$ cat src/rtl/mips32_pkg.sv
`default_nettype none
// +----------------------------------------------------------------------------+
// | mips32_pkg                                                                 |
// | Shared loader/dump FSM states, sticky error codes and MIPS32 opcodes.      |
// | Revision: 1.0                                                              |
// +----------------------------------------------------------------------------+
package mips32_pkg;

    typedef enum logic [2:0] {
        ST_IDLE    = 3'd0,
        ST_LOAD    = 3'd1,
        ST_INIT    = 3'd2,
        ST_RUN     = 3'd3,
        ST_RD_ADDR = 3'd4,
        ST_RD_WAIT = 3'd5,
        ST_OUT     = 3'd6,
        ST_DONE    = 3'd7
    } state_e;

    localparam logic [1:0] ERR_NONE    = 2'd0;
    localparam logic [1:0] ERR_OVF     = 2'd1;
    localparam logic [1:0] ERR_TIMEOUT = 2'd2;

    localparam logic [5:0] HLT  = 6'h3f;
    localparam logic [5:0] ADDI = 6'h0a;
    localparam logic [5:0] ADD  = 6'h00;
    localparam logic [5:0] OR   = 6'h03;

endpackage
`default_nettype wire

$ cat src/rtl/mips32_loader_dump.sv
`default_nettype none
// +----------------------------------------------------------------------------+
// | mips32_loader_dump                                                         |
// | Streams a program into core memory, runs the core, dumps low registers.    |
// | Revision: 1.0                                                              |
// +----------------------------------------------------------------------------+
module mips32_loader_dump
    import mips32_pkg::*;
#(
    parameter int ADDR_W      = 10,
    parameter int DUMP_CNT    = 6,
    parameter int RUN_TIMEOUT = 1023
) (
    input  logic              clk,
    input  logic              rst_n,
    input  logic              start,
    input  logic              in_valid,
    input  logic [31:0]       in_data,
    input  logic              in_last,
    output logic              in_ready,
    output logic              mem_we,
    output logic [ADDR_W-1:0] mem_addr,
    output logic [31:0]       mem_wdata,
    output logic              core_init,
    output logic              core_run,
    input  logic              core_halted,
    output logic [4:0]        reg_raddr,
    input  logic [31:0]       reg_rdata,
    output logic              out_valid,
    output logic [31:0]       out_data,
    output logic [4:0]        out_idx,
    input  logic              out_ready,
    output logic              busy,
    output logic              done,
    output logic [1:0]        err
);

    localparam int                TMR_W      = $clog2(RUN_TIMEOUT + 1);
    localparam logic [ADDR_W-1:0] c_ADDR_MAX = '1;
    localparam logic [4:0]        c_LAST_IDX = 5'(DUMP_CNT - 1);
    localparam logic [TMR_W-1:0]  c_TMR_LAST = TMR_W'(RUN_TIMEOUT - 1);

    state_e             r_state_q,    w_state_d;
    logic [ADDR_W-1:0]  r_addr_q,     w_addr_d;
    logic [1:0]         r_err_q,      w_err_d;
    logic [TMR_W-1:0]   r_tmr_q,      w_tmr_d;
    logic [4:0]         r_idx_q,      w_idx_d;
    logic [31:0]        r_out_data_q, w_out_data_d;
    logic [4:0]         r_out_idx_q,  w_out_idx_d;
    logic               w_xfer;

    always_ff @(posedge clk or negedge rst_n) begin
        if (!rst_n) begin
            r_state_q    <= ST_IDLE;
            r_addr_q     <= '0;
            r_err_q      <= ERR_NONE;
            r_tmr_q      <= '0;
            r_idx_q      <= '0;
            r_out_data_q <= '0;
            r_out_idx_q  <= '0;
        end else begin
            r_state_q    <= w_state_d;
            r_addr_q     <= w_addr_d;
            r_err_q      <= w_err_d;
            r_tmr_q      <= w_tmr_d;
            r_idx_q      <= w_idx_d;
            r_out_data_q <= w_out_data_d;
            r_out_idx_q  <= w_out_idx_d;
        end
    end

    assign w_xfer = (r_state_q == ST_LOAD) && in_valid;

    always_comb begin
        w_state_d    = r_state_q;
        w_addr_d     = r_addr_q;
        w_err_d      = r_err_q;
        w_tmr_d      = r_tmr_q;
        w_idx_d      = r_idx_q;
        w_out_data_d = r_out_data_q;
        w_out_idx_d  = r_out_idx_q;
        case (r_state_q)
            ST_IDLE, ST_DONE: begin
                if (start) begin
                    w_state_d = ST_LOAD;
                    w_addr_d  = '0;
                    w_err_d   = ERR_NONE;
                end
            end
            ST_LOAD: begin
                if (w_xfer) begin
                    // The address saturates at the top word rather than wrapping.
                    if (r_addr_q != c_ADDR_MAX) begin
                        w_addr_d = r_addr_q + ADDR_W'(1);
                    end
                    if (in_last) begin
                        w_state_d = ST_INIT;
                    end else if (r_addr_q == c_ADDR_MAX) begin
                        w_err_d   = ERR_OVF;
                        w_state_d = ST_DONE;
                    end
                end
            end
            ST_INIT: begin
                w_tmr_d   = '0;
                w_state_d = ST_RUN;
            end
            ST_RUN: begin
                if (core_halted) begin
                    w_idx_d   = '0;
                    w_state_d = ST_RD_ADDR;
                end else if (r_tmr_q == c_TMR_LAST) begin
                    w_err_d   = ERR_TIMEOUT;
                    w_idx_d   = '0;
                    w_state_d = ST_RD_ADDR;
                end else begin
                    w_tmr_d = r_tmr_q + TMR_W'(1);
                end
            end
            ST_RD_ADDR: begin
                w_state_d = ST_RD_WAIT;
            end
            ST_RD_WAIT: begin
                w_out_data_d = reg_rdata;
                w_out_idx_d  = r_idx_q;
                w_state_d    = ST_OUT;
            end
            ST_OUT: begin
                if (out_ready) begin
                    if (r_idx_q == c_LAST_IDX) begin
                        w_state_d = ST_DONE;
                    end else begin
                        w_idx_d   = r_idx_q + 5'd1;
                        w_state_d = ST_RD_ADDR;
                    end
                end
            end
            default: begin
                w_state_d = ST_IDLE;
            end
        endcase
    end

    // Outputs decode from the state so reset forces them low without a clock.
    assign in_ready  = (r_state_q == ST_LOAD);
    assign mem_we    = w_xfer;
    assign mem_addr  = r_addr_q;
    assign mem_wdata = w_xfer ? in_data : 32'd0;
    assign core_init = (r_state_q == ST_INIT);
    assign core_run  = (r_state_q == ST_RUN);
    assign reg_raddr = r_idx_q;
    assign out_valid = (r_state_q == ST_OUT);
    assign out_data  = r_out_data_q;
    assign out_idx   = r_out_idx_q;
    assign busy      = (r_state_q != ST_IDLE) && (r_state_q != ST_DONE);
    assign done      = (r_state_q == ST_DONE);
    assign err       = r_err_q;

endmodule
`default_nettype wire

$ cat config.mk
export PLATFORM = sky130hd
export DESIGN_NAME = mips32_loader_dump
export DESIGN_NICKNAME = d
export VERILOG_FILES = /design/src/rtl/mips32_pkg.sv /design/src/rtl/mips32_loader_dump.sv
export SDC_FILE = /design/constraint.sdc
export NUM_CORES = 1
export LEC_CHECK = 0
export BUFFER_PORTS_ARGS = -buffer_cell sky130_fd_sc_hd__buf_2
export CORE_ASPECT_RATIO = 2
export CORE_MARGIN = 4
export CORE_UTILIZATION = 47
export DETAILED_ROUTE_END_ITERATION = 10
export PLACE_DENSITY_LB_ADDON = 0.25
export SETUP_SLACK_MARGIN = 0.05
export SYNTH_ARGS = -nofsm -noshare
export SYNTH_HDL_FRONTEND = slang
export SYNTH_SLANG_ARGS = --single-unit
$ cat constraint.sdc
create_clock -name clk -period 2.6 [get_ports clk]
set_input_delay 0.52 -clock clk [delete_from_list [all_inputs] [get_ports clk]]
set_output_delay 0.52 -clock clk [all_outputs]
set_load 0.02 [all_outputs]
Yosys cells after proc, flatten, opt, wreduce, memory -nomap -nowiden
Cells that the tools add are included.

storage, ports and cells
  flip-flop bits (word level) = 67
  input port bits = 71
  output and inout bits = 93
  logic and storage cells = 77

cells by class
  $add $sub $neg = 3
  equal/unequal tests = 24
  muxes and demuxes = 29
  reduce and logical (&&, ||, !) cells = 14

operators with widths
  cell                                                   number
  2-to-1 mux 10 bit                                      5
  case mux 10 bit (2 select lines)                       2
  2-to-1 mux 32 bit                                      1
  2-to-1 mux 3 bit                                       7
  case mux 3 bit (7 select lines)                        1
  adder 10 x 1 -> 10 bit, second input constant          2
  == test 10 bit, second input constant                  2
  2-to-1 mux 5 bit                                       4
  2-to-1 mux 2 bit                                       7
  == test 3 bit, second input constant                   4
  inequality test 10 bit, second input constant          1
  inequality test 2 x 1 -> 1 bit, second input constant  5
  inequality test 2 bit, second input constant           5
  case mux 5 bit (2 select lines)                        1
  AND reduction 4 bit                                    2
  AND reduction 7 bit                                    1
  == test 3 x 2 -> 1 bit, second input constant          2
  case mux 2 bit (3 select lines)                        1
  nonzero test 2 bit                                     3
  nonzero test 3 bit                                     2
  adder 5 x 1 -> 5 bit, second input constant            1
  == test 5 x 3 -> 1 bit, second input constant          1
  AND reduction 5 bit                                    1
  == test 3 x 1 -> 1 bit, second input constant          1
  other kinds (7)                                        8

Longest topological paths before layout
  word-level depth = 5
  depth in mapped cells = 7
  depth with buffers taken out = 6

Worst setup path after synthesis
No wires, ideal clock.

  path kind = reg2out
  start = register r_state_q[1]
  end = output mem_wdata[22]
  arrival time = 1.688 ns
  required time = 2.080 ns
  path slack = 0.392 ns
  cell stages (with the launch flop) = 6
  buffers on the path = 2
  cell sequence = dfrtp_1 -> buf_2 -> nand4bb_1 -> inv_1 -> clkbuf_1 -> and2_1

between the ends
  cells in the longest elaborated chain, start to end = 3

ends and longest elaborated chain
  what                    RTL line                   text
  from (decl)             mips32_loader_dump.sv:43   state_e r_state_q, w_state_d;
  from (signal assigned)  mips32_loader_dump.sv:62   r_state_q <= w_state_d;
  == test 3 x 1 -> 1 bit  mips32_loader_dump.sv:72   assign w_xfer = (r_state_q == ST_LOAD) && in_valid;
  logical AND 1 bit       mips32_loader_dump.sv:72
  net mem_we              mips32_loader_dump.sv:21   output logic mem_we,
  2-to-1 mux 32 bit       mips32_loader_dump.sv:148  assign mem_wdata = w_xfer ? in_data : 32'd0;
  to (decl)               mips32_loader_dump.sv:23   output logic [31:0] mem_wdata,

The timed path passes the listed nets, and every way through them passes these cells.

Final worst setup path
  start = register r_state_q[2]
  end = output busy

between the ends
  cells in the longest elaborated chain, start to end = 2
  elaborated cells between the ends (all ways) = 3
  those cells by class = 1 x eq/ne; 2 x reduce/logical

ends and longest elaborated chain
  what                                                                RTL line                   text
  inequality test 3 bit / nonzero test 3 bit (equally long branches)  mips32_loader_dump.sv:155  assign busy = (r_state_q != ST_IDLE) && (r_state_q != ST_DONE);
  logical AND 1 bit *                                                 mips32_loader_dump.sv:155
  to (decl)                                                           mips32_loader_dump.sv:33   output logic busy,

Mark *: on every way between the ends. The rest lies on a longest branch, timed or not.

==> flow_summary.ini <==
[worst_setup_path]
worstSetupStartpointType = flop
critical_path_class = reg -> out
startpoint = r_state_q[2]
critPathMaxFanout = 11
crit_required_ps = 2080
worstPathArrival_ps = 1850
worstSetupEndpointType = output pin
rr_startpoint = r_state_q[0]

[logic_synthesis]
synth_nets = 399
synth_cell_types = 57
synth-async-reset-ratio_pct = 100
ys_warn_count = 0
yosys_most_used_dff = dfrtp_1
synth_top_area_cell = dfrtp_1
syn_inst = 323
syn_area_mm2 = 0.00346
syn_area_per_cell_um2 = 10.7
synth_area_leaders = dfrtp_1 (48%), mux2_2 (11%), and2_1 (6.1%)
synth_edf_count = 0
ys_ff_latch = 67
synth_top_cell_area_share_pct = 48.4
synth_seq_area_share_pct = 48.4

[pwr]
p_seq_share_pct = 32.2
clockPowerShare_pct = 22.2
switching_power_mw = 2.17
leakage_nw = 2.47
switching_share_pct = 40.3
powerDensity_mw_per_mm2 = 1140
cellInternalPower_mw = 3.22
pwr-share-comb_pct = 45.6
ir_drop_uv = 669

[floorplan]
rows = 44
ios = 164
die_h_um = 129
start_util_pct = 48.0
core_area_mm2 = 0.00721
die_x_um = 68.7
dieArea_mm2 = 0.00889

[clocking]
cts_buffers = 9
cts.htree.levels = 3
clkLatencyLatePin_ps = 320
postCtsHoldBufs = 0
cts_setup_buffers = 0
clk_pin_slew_ps = 50
clockBufferDepth = 2
numClockSinks = 67
cts_tree = yes
root_buffer = clkbuf_16

[timing]
rsz0062_at_grt = no
worst_slew_pin_slew_ps = 675
fmax_mhz = 422
tns_ps = 0
slew_violations = 0
period_share_pct = 91.2
finalClockSkew_ps = 5.94
setup_violations = 0
hold_viol_final = 0
period_needed_ps = 2370
relSlewSlack_pct = 54.6

[cells_and_area]
drive_gt1_share_pct = 46.2
nFillCells = 626
layout_common_cells = buf_2 (163), dfrtp_1 (67), mux2_2 (35)
post-route-util_pct = 65.4
nets = 567
final_common_cell = buf_2
n_antenna_cell = 0
area_growth_pct = 36.1

[route]
routed.top_layer = met4
wl_met2_um = 5020
drt_wl_total_um = 9020
route.detailed.drc = 0
vias = 3152
drtAntennaViolNets = 0
drt_pass1_iterations = 4
via_per_inst = 5.36
drt-initial-drc-count = 93
detail_route.wl_per_cell_um = 15.3
met1Wirelength_um = 3030
dr_wl_met3_um = 767

[global_routing]
grt_pass1_wl_um = 14000
grt_overflow_total = 0
grtUsageTotal_pct = 20.9
grt_pass1_vias = 3151
antenna_found_initial = 0
grt_max_degree = 40

[placement]
place.gp.congestion = 0.807
io_buffers = 163
hpwl_um = 7220

[status]
status = completed

[run]
cap_viol_max_count = 0

[hold_path]
min_path_type = in -> async
[timing repair]
item                                    in CTS  in global routing
hold endpoints to repair                     0                  0
endpoints found under the setup margin       1                  1
pin swaps                                    0                  0
resized for setup                            1                  1
[cells by family after synthesis]
group                    synth area share, %
AO/OA/AOI/OAI                           12.6
XOR/XNOR                               0.253
adder cells (fa/ha/maj)                 1.81
buffers and inverters                   3.54
flip-flops                              48.4
multiplexers                            12.8
AND/OR/NAND/NOR                         20.6
[Yosys cell counts (4+ instances only)]
cell and n:
inv_1 14, and2_1 34, nor3_1 6, nor2_1 10, dfrtp_1 67, mux2i_1 5
and3_1 5, o211a_1 4, a31oi_1 7, clkbuf_1 8, mux2_2 35, nand2b_1 5
o21ai_0 13, or3_1 5, a21oi_1 8, nand3_1 11, ha_1 5, buf_2 5
nand2_1 21
[final timing paths]
| kind | end | slack [ps] | depth (start not counted) |
|---|---|---|---|
| setup reg to reg | mem_addr[1] | 440 | 6 |
| max in group asynchronous | out_data[19] | 1850 | 2 |
| setup / recovery | busy | 230 | 5 |
| min in group clk | out_data[0] | 430 | 2 |
| hold reg to reg | out_idx[1] | 480 | 2 |
| hold / removal | r_tmr_q[2] | 170 | 1 |
[area by class of cell]
class	count	area (um^2)	area share [%]
Clock buffer	12	246	5.23
Clock inverter	4	50.0	1.06
Inverter	15	56.3	1.19
Multi-Input combinational cell	227	1680	35.7
Sequential cell	67	1680	35.6
Tap cell	92	115	2.44
Timing Repair Buffer	171	888	18.8
[registers in the layout, indices dropped and copies added, names as in the netlist]
register   count
mem_addr      10
reg_raddr      5
out_data      32
out_idx        5
r_tmr_q       10
err            2
r_state_q      3
[metrics by stage]
| stage | hold WS (ps) | total power, mW | area [um^2] | std cells | setup slack [ps] |
|---|---|---|---|---|---|
| 5_1_grt | 209 | 5.74 | 4710 | 588 | 113 |
| 4_1_cts | 175 | 5.45 | 4700 | 588 | 115 |
| 3_5_place_dp | 473 | 4.22 | 4400 | 572 | 400 |
| 2_1_floorplan | 224 | 3.40 | 3460 | 323 | 392 |
| 3_3_place_gp | 463 | 4.15 | 4400 | 572 | 490 |
| 6_report | 169 | 5.39 | 4710 | 588 | 230 |
[power groups by stage]
stage	Combinational (mW)	Clock, mW	Sequential [mW]
2_1_floorplan	1.30	0	2.10
3_3_place_gp	2.42	0	1.72
3_5_place_dp	2.48	0	1.74
4_1_cts	2.49	1.23	1.73
5_1_grt	2.68	1.26	1.80
6_report	2.46	1.20	1.74
[worst max-delay path, cell delays in order, from the launching register on]
cell,delay (ps)
dfrtp_1,470
buf_4,210
and3_1,210
or2_2,330
inv_1,120
buf_2,180
[per-layer routing]
layer  vias to the layer above  track usage, %
li1                       1505               -
met1                      1499            20.3
met2                       133            39.4
met3                        15            4.77
met4                         0            9.66
met5                         -               0
Power figures use the tool's default switching activity.
